File: src/rtl/txs_burst_writer.sv
// Avalon-MM burst write master: buffers 128-bit beats and writes fixed-length bursts into a host ring.
// Optional TXS_WR_STATS_EN adds saturating beat/stall counters (stat_beats, stat_stalls).
module txs_burst_writer #(
    parameter int ADDR_W     = 22,
    parameter int BURST_LEN  = 8,
    parameter int FIFO_DEPTH = 32
) (
    input  logic              clk125,
    input  logic              npor,
    input  logic              enable,
    input  logic [ADDR_W-1:0] base_addr,
    input  logic [15:0]       buf_bursts,
    input  logic              in_valid,
    input  logic [127:0]      in_data,
    input  logic              in_last,
    output logic              in_ready,
    output logic              txs_write,
    output logic [127:0]      txs_writedata,
    output logic [ADDR_W-1:0] txs_address,
    output logic [5:0]        txs_burstcount,
    input  logic              txs_waitrequest,
    output logic              irq,
    output logic [15:0]       frame_count
`ifdef TXS_WR_STATS_EN
    ,
    output logic [31:0]       stat_beats,
    output logic [31:0]       stat_stalls
`endif
);

    localparam int PTR_W     = $clog2(FIFO_DEPTH);
    localparam int CNT_W     = PTR_W + 1;
    localparam int BEAT_W    = (BURST_LEN > 1) ? $clog2(BURST_LEN) : 1;
    localparam int STRIDE_SH = $clog2(BURST_LEN * 16);

    localparam logic [1:0] ST_IDLE  = 2'd0;
    localparam logic [1:0] ST_BURST = 2'd1;
    localparam logic [1:0] ST_PAD   = 2'd2;

    logic [1:0]        state_q, state_d;
    logic [PTR_W-1:0]  wr_ptr_q, wr_ptr_d, rd_ptr_q, rd_ptr_d;
    logic [CNT_W-1:0]  count_q, count_d, lasts_q, lasts_d;
    logic              full_q, full_d;
    logic              en_q;
    logic [BEAT_W-1:0] beat_q, beat_d;
    logic [5:0]        lastcnt_q, lastcnt_d, frames_add;
    logic [15:0]       idx_q, idx_d, bufb_q, bufb_d;
    logic [ADDR_W-1:0] addr_q, addr_d;
    logic              irq_q, irq_d;
    logic [15:0]       frame_q, frame_d;

    // Beat storage holds {last, data}; data only, so no reset.
    logic [128:0]      mem_q [FIFO_DEPTH];
    logic [128:0]      head;
    logic              push, pop, pop_last, accept, burst_end, start;

    assign head      = mem_q[rd_ptr_q];
    assign push      = in_valid & in_ready;
    assign accept    = txs_write & ~txs_waitrequest;
    assign pop       = accept & (state_q == ST_BURST);
    assign pop_last  = pop & head[128];
    assign burst_end = accept & (beat_q == BEAT_W'(BURST_LEN - 1));
    assign start     = (state_q == ST_IDLE) & enable &
                       ((count_q >= CNT_W'(BURST_LEN)) | (lasts_q != '0));
    assign frames_add = lastcnt_q + {5'd0, pop_last};

    always_ff @(posedge clk125) begin
        if (push) mem_q[wr_ptr_q] <= {in_last, in_data};
    end

    always_comb begin
        state_d   = state_q;
        wr_ptr_d  = push ? wr_ptr_q + PTR_W'(1) : wr_ptr_q;
        rd_ptr_d  = pop ? rd_ptr_q + PTR_W'(1) : rd_ptr_q;
        count_d   = count_q;
        lasts_d   = lasts_q;
        beat_d    = beat_q;
        lastcnt_d = lastcnt_q;
        idx_d     = idx_q;
        bufb_d    = bufb_q;
        addr_d    = addr_q;
        irq_d     = 1'b0;
        frame_d   = frame_q;

        unique case ({push, pop})
            2'b10:   count_d = count_q + CNT_W'(1);
            2'b01:   count_d = count_q - CNT_W'(1);
            default: count_d = count_q;
        endcase
        unique case ({push & in_last, pop_last})
            2'b10:   lasts_d = lasts_q + CNT_W'(1);
            2'b01:   lasts_d = lasts_q - CNT_W'(1);
            default: lasts_d = lasts_q;
        endcase
        full_d = (count_d == CNT_W'(FIFO_DEPTH));

        case (state_q)
            ST_IDLE: begin
                if (start) begin
                    state_d = ST_BURST;
                    bufb_d  = (buf_bursts == 16'd0) ? 16'd1 : buf_bursts;
                    addr_d  = base_addr + ADDR_W'({idx_q, {STRIDE_SH{1'b0}}});
                end
            end
            ST_BURST: begin
                if (burst_end)     state_d = ST_IDLE;
                else if (pop_last) state_d = ST_PAD;
            end
            ST_PAD: begin
                if (burst_end) state_d = ST_IDLE;
            end
            default: state_d = ST_IDLE;
        endcase

        if (accept) beat_d = beat_q + BEAT_W'(1);
        lastcnt_d = lastcnt_q + {5'd0, pop_last};
        // Burst close: advance the ring slot and credit every frame that ended inside it.
        if (burst_end) begin
            beat_d    = '0;
            lastcnt_d = '0;
            idx_d     = (idx_q >= bufb_q - 16'd1) ? 16'd0 : idx_q + 16'd1;
            irq_d     = (frames_add != 6'd0);
            frame_d   = frame_q + {10'd0, frames_add};
        end
    end

    always_ff @(posedge clk125 or negedge npor) begin
        if (!npor) begin
            state_q   <= ST_IDLE;
            wr_ptr_q  <= '0;
            rd_ptr_q  <= '0;
            count_q   <= '0;
            lasts_q   <= '0;
            full_q    <= 1'b0;
            en_q      <= 1'b0;
            beat_q    <= '0;
            lastcnt_q <= '0;
            idx_q     <= '0;
            bufb_q    <= 16'd1;
            addr_q    <= '0;
            irq_q     <= 1'b0;
            frame_q   <= '0;
        end else begin
            state_q   <= state_d;
            wr_ptr_q  <= wr_ptr_d;
            rd_ptr_q  <= rd_ptr_d;
            count_q   <= count_d;
            lasts_q   <= lasts_d;
            full_q    <= full_d;
            en_q      <= enable;
            beat_q    <= beat_d;
            lastcnt_q <= lastcnt_d;
            idx_q     <= idx_d;
            bufb_q    <= bufb_d;
            addr_q    <= addr_d;
            irq_q     <= irq_d;
            frame_q   <= frame_d;
        end
    end

    assign in_ready       = en_q & ~full_q;
    assign txs_write      = (state_q != ST_IDLE);
    assign txs_writedata  = (state_q == ST_BURST) ? head[127:0] : 128'd0;
    assign txs_address    = addr_q;
    assign txs_burstcount = 6'(BURST_LEN);
    assign irq            = irq_q;
    assign frame_count    = frame_q;

`ifdef TXS_WR_STATS_EN
    logic [31:0] stat_beats_q, stat_stalls_q;

    function automatic logic [31:0] sat_inc(input logic [31:0] v, input logic inc);
        return (inc && (v != 32'hFFFF_FFFF)) ? v + 32'd1 : v;
    endfunction

    always_ff @(posedge clk125 or negedge npor) begin
        if (!npor) begin
            stat_beats_q  <= '0;
            stat_stalls_q <= '0;
        end else begin
            stat_beats_q  <= sat_inc(stat_beats_q, accept);
            stat_stalls_q <= sat_inc(stat_stalls_q, txs_write & txs_waitrequest);
        end
    end

    assign stat_beats  = stat_beats_q;
    assign stat_stalls = stat_stalls_q;
`else
    // Statistics counters are not built in this configuration.
`endif

endmodule

File: config.mk
export PLATFORM = sky130hd
export DESIGN_NAME = txs_burst_writer
export DESIGN_NICKNAME = d
export VERILOG_FILES = /design/src/rtl/txs_burst_writer.sv
export SDC_FILE = /design/constraint.sdc
export NUM_CORES = 2
export LEC_CHECK = 0
export CORE_AREA = 2 2 633 635
export CTS_BUF_LIST = sky130_fd_sc_hd__clkbuf_16
export DETAILED_ROUTE_END_ITERATION = 8
export DIE_AREA = 0 0 635 637
export HOLD_SLACK_MARGIN = 0.08
export SYNTH_ARGS = -nofsm -noshare
export SYNTH_HDL_FRONTEND = slang
export SYNTH_MEMORY_MAX_BITS = 65536
export SYNTH_SLANG_ARGS = --single-unit
File: constraint.sdc
create_clock -name clk125 -period 8.47 [get_ports clk125]
set_clock_uncertainty 0.15 [all_clocks]
set_input_delay 1.2705 -clock clk125 [delete_from_list [all_inputs] [get_ports clk125]]
set_output_delay 1.2705 -clock clk125 [all_outputs]
set_load 0.005 [all_outputs]
After elaboration in Yosys (flattened, before gate mapping)
Memories as Yosys holds them, arrays and structs flattened.
Index checks and enable logic that the tools add are counted.
{"block": "word_totals", "mem_bits_rw": 4128, "n_memories": 1, "word_cells": 77, "register_bits": 106}
{"block": "op_classes", "addsub": 12, "order_cmp": 2, "eq_ne": 11, "mux": 16, "n_bitwise": 12, "n_reduce_logical": 9}
{"name": "mem_q", "words": 32, "width": 129, "rd": 1, "rd_clocked_by_memory_dff": 0, "wr": 1, "line_no": "53", "source": "logic [128:0] mem_q [FIFO_DEPTH];"}
{"cell": "$mux 128", "count": 1}
{"cell": "$mux 16", "count": 2}
{"cell": "$pmux 6 s2", "count": 2}
{"cell": "$add 22x22->22", "count": 1}
{"cell": "$add 16x1->16 const B", "count": 1}
{"cell": "$add 16x6->16", "count": 1}
{"cell": "$ge 16x16->1", "count": 1}
{"cell": "$logic_not 16->1", "count": 1}
{"cell": "$sub 16x1->16 const B", "count": 1}
{"cell": "$add 6x1->6 const B", "count": 2}
{"cell": "$reduce_bool 6->1", "count": 2}
{"cell": "$sub 6x1->6 const B", "count": 2}
{"cell": "$add 5x1->5 const B", "count": 2}
{"cell": "$and 1x1->1", "count": 9}
{"cell": "$mux 2", "count": 4}
{"cell": "$add 6x1->6", "count": 1}
{"cell": "$eq 2x1->1 const B", "count": 3}
{"cell": "$eq 2x2->1 const B", "count": 3}
{"cell": "$eq 6x6->1 const B", "count": 1}
{"cell": "$ge 6x4->1 const B", "count": 1}
{"cell": "$mux 3", "count": 2}
{"cell": "$mux 6", "count": 1}
{"cell": "$pmux 2 s3", "count": 1}
{"cell": "$reduce_bool 2->1", "count": 3}
{"cell": "other kinds (10)", "count": 14}

Logic depth before layout (Yosys ltp)
{"block": "depth", "ltp_word": 7, "depth_mapped": 20, "depth_no_buf": 17}

Least setup slack after synthesis
Ideal clock, no wire load.
{"block": "synth_timing", "kind": "input to register", "start": "input port in_valid", "end": "memory mem_q[31][0], enable pin", "stages": 5, "setup_time_ns": 0.619, "t_arrival_ns": 7.349, "n_path_buf": 2, "path_slack_ns": 0.352, "required_ns": 7.701, "path_cell_list": "and2_1 > clkbuf_1 > nand2_1 > clkbuf_1 > nor2_1"}
{"block": "synth_between", "elab_chain_len": 3}
{"element": "start, declared", "line_no": "13", "source": "input logic in_valid,"}
{"element": "$and 1x1->1", "line_no": "58", "source": "assign push = in_valid & in_ready;"}
{"element": "$mux 1", "line_no": "68", "source": "if (push) mem_q[wr_ptr_q] <= {in_last, in_data};"}
{"element": "$mux 1 (not written as such)", "line_no": "68"}
{"element": "end, declared", "line_no": "53"}
No other way between the ends.

Worst setup path in the final report
{"block": "layout_timing", "start": "register rd_ptr_q[4]", "end": "output port txs_writedata[35]"}
{"block": "layout_between", "elab_chain_len": 2}
{"element": "start, declared", "line_no": "41", "source": "logic [PTR_W-1:0] wr_ptr_q, wr_ptr_d, rd_ptr_q, rd_ptr_d;"}
{"element": "start signal, assigned", "line_no": "146", "source": "rd_ptr_q <= rd_ptr_d;"}
{"element": "$mem_v2 32x129"}
{"element": "$mux 128", "line_no": "163", "source": "assign txs_writedata = (state_q == ST_BURST) ? head[127:0] : 128'd0;"}
{"element": "end, declared", "line_no": "18", "source": "output logic [127:0] txs_writedata,"}
No other way between the ends.

==> results.py <==
metrics = {
    "outcome": {
        "status": "finished clean",
    },
    "final_layout": {
        "final_common_cell": "edfxtp_1",
        "area_growth_pct": 14.9,
        "final_area_mm2": 0.187,
        "final_cell_mix": "edfxtp_1 (4,128), mux4_2 (1,288), clkbuf_16 (434)",
        "drive_gt1_share_pct": 26.7,
        "layout.cells.non_filler": 13000,
        "final_util_pct": 46.9,
        "fill_cells": 31900,
        "nets": 7643,
    },
    "routing": {
        "wl_per_cell_um": 32.6,
        "routed_wl_mm": 425,
        "num_vias": 76800,
        "viasPerCell": 5.89,
        "ant_nets": 0,
        "drtPass1Iterations": 5,
        "drcViolationCount": 0,
        "drtIter0Drc": 9023,
    },
    "clock_network": {
        "cts_buffer_depth": 4,
        "clkLatencyLatePin_ns": 0.95,
        "clkSlewWorstSetupHoldPaths_ns": 0.06,
        "htreeDepth": 5,
        "root_buffer": "clkbuf_16",
        "numClockSinks": 4234,
        "postCtsResizedCells": 0,
        "cts_buffers": 422,
        "post_cts_buffers": 0,
        "cts_hold_buf": 0,
        "tritoncts": "built",
    },
    "worst_setup_path": {
        "reg2reg_to": "frame_count[13]",
        "worstSetupPathType": "register to output pin",
        "cp_max_fo": 64,
        "rr_startpoint": "rd_ptr_q[0]",
        "cp-start-kind": "register",
        "critPathCaptureType": "output pin",
        "cp_slowest_cell": "dfrtp_4",
        "cp.required_ns": 7.05,
        "rrSetupSlack_ns": 2.97,
        "r2r_cells": 16,
        "cp.arrival_ns": 5.24,
        "crit_chain": "inv_8, buf_4, nand2_1, a21oi_1, clkdlybuf4s50_1",
        "slowest_delay_ns": 0.86,
    },
    "sta": {
        "worst_pin_slew_ns": 1.23,
        "finalWorstSetupSlack_ns": 1.81,
        "clock.fmax_ghz": 0.150,
        "post-route-min-period_ns": 6.66,
        "maxSlewHeadroom_pct": 17.8,
        "fin_crit_sh_pct": 78.6,
        "finalSetupTns_ns": 0,
        "hold_viol": 0,
        "slew_violations": 0,
        "setup_viol": 0,
        "rsz0062_at_grt": "false",
    },
    "placement": {
        "dp_cells": 12300,
        "dpl_cell_area_mm2": 0.173,
        "io_buffers": 340,
        "gp_congestion": 0.751,
        "dp_slack_ns": 2.88,
        "place_hpwl_mm": 199,
    },
    "synthesis": {
        "yosysWarnings": 0,
        "synth_edf_count": 4128,
        "seq_area_frac_synth_pct": 77.9,
        "synth_cells": 6840,
        "synth.cell_area_mm2": 0.163,
        "async_flop_share_pct": 2.50,
        "synth_flop_cell": "edfxtp_1",
        "yosys.area.top_type": "edfxtp_1",
        "syn_area_per_cell_um2": 23.8,
        "yosys.cell_types.count": 60,
        "synthTopCellsByArea": "edfxtp_1 (76%), mux4_2 (18%), dfrtp_1 (1.6%)",
        "synth-seq-cells": 4234,
        "yosys.area.top_type_share_pct": 76.2,
    },
    "grt": {
        "grt_max_degree": 141,
        "antenna_found_initial": 61,
        "grt_usage_pct": 20.7,
        "grt_pass1_wl_mm": 600,
        "grt_pass1_vias": 78400,
        "grt_overflow": 0,
    },
    "floorplanning": {
        "die_area_mm2": 0.404,
        "die_y_um": 637,
        "rows": 232,
        "die_w_um": 635,
        "start_util_pct": 40.8,
        "core_area_mm2": 0.398,
        "io_pins": 347,
    },
    "job": {
        "drv_cap": 0,
    },
    "power_and_ir_drop": {
        "peakVddDrop_mv": 0.323,
        "p_leak_uw": 0.0583,
        "p_per_area_mw_per_mm2": 313,
    },
    "min_path": {
        "hold_path.class": "primary input to asynchronous set/reset pin",
    },
}
-- state kept, by name, summed over array words and instances (netlist names) --
signal       cells
full_q           1
rd_ptr_q         5
en_q             1
count_q          6
beat_q           3
lastcnt_q        6
irq              1
bufb_q          16
txs_address     22
wr_ptr_q         5
frame_count     16
idx_q           16
lasts_q          6
mem_q         4128
state_q          2
-- worst max-delay path by stage --
stage	startpoint	end	slack [ns]	depth (start not counted)
2_1_floorplan	in_valid	mem_q[31][0]	0.35	5
3_3_place_gp	rd_ptr_q[4]	txs_writedata[35]	2.87	5
4_1_cts	rd_ptr_q[4]	txs_writedata[35]	1.83	5
5_1_grt	rd_ptr_q[0]	txs_writedata[94]	1.75	7
3_5_place_dp	rd_ptr_q[4]	txs_writedata[35]	2.88	5
6_report	rd_ptr_q[4]	txs_writedata[35]	1.81	5
-- cell type report --
class	count	area [um2]	share of cell area [%]
tap	5265	6590	3.53
clock inverter	340	2590	1.38
inverter	33	131	0.0703
antenna	12	30.0	0.0161
clock buffer	434	10900	5.81
sequential	4234	127000	67.8
timing repair buffer	500	5400	2.89
multi-input combinational	2218	34500	18.5
-- routing by layer --
layer	vias to the layer above	GRT usage, %	routed length (um)
met1	42700	29.4	177000
met5	-	0	229
met2	3072	34.1	208000
met4	38	4.63	9160
li1	30400	-	-
met3	597	3.36	30500
-- cells by family after synthesis --
family	after synthesis	synth area share, %
XOR/XNOR	64	0.345
other	2	0.00462
adder cells (fa/ha/maj)	62	0.496
buffers and inverters	392	1.04
AND/OR/NAND/NOR	511	1.33
AO/OA/AOI/OAI	275	0.984
flip-flops	4234	77.9
multiplexers	1300	17.9
-- critical path, delay by kind of cell, from the launching register on --
| kind | cells | cell delay [ns] |
|---|---|---|
| compound gates | 1 | 0.79 |
| buf+inv | 3 | 2.32 |
| simple gates | 1 | 0.21 |
| flops | 1 | 0.86 |
-- synth_stat cells (all sizes together), types with 3 or more instances --
master   instances
a211oi           5
a21o            12
a21oi          157
a22o            12
a311oi           3
a31oi            5
and2             6
and3             7
and4             3
buf            178
clkbuf         181
dfrtp          105
edfxtp        4128
fa               4
ha              58
inv             33
mux2             4
mux2i            8
mux4          1288
nand2          351
nand2b           5
nand3           20
nand3b           5
nand4           15
nor2            62
nor2b            6
nor3             6
nor3b            3
nor4            11
o2111ai          3
o211ai           5
o21a             4
o21ai           43
o21bai           4
o22ai            3
o31ai            5
or2              3
xnor2           35
xor2            29
-- per-stage QoR --
step	hold WS (ns)	total power, uW
3_3_place_gp	0.307	40800
2_1_floorplan	0.293	35500
3_5_place_dp	0.320	40900
4_1_cts	0.129	59100
6_report	0.193	58400
5_1_grt	0.222	60600
-- where the power goes --
| group | leakage (uW) | internal (uW) | total (uW) | switching [uW] |
|---|---|---|---|---|
| Clock | 0.00692 | 10400 | 18200 | 7790 |
| Combinational | 0.0129 | 7950 | 15900 | 7910 |
| Sequential | 0.0385 | 23800 | 24300 | 535 |
| Total | 0.0583 | 42200 | 58400 | 16200 |
Power figures use the tool's default switching activity.
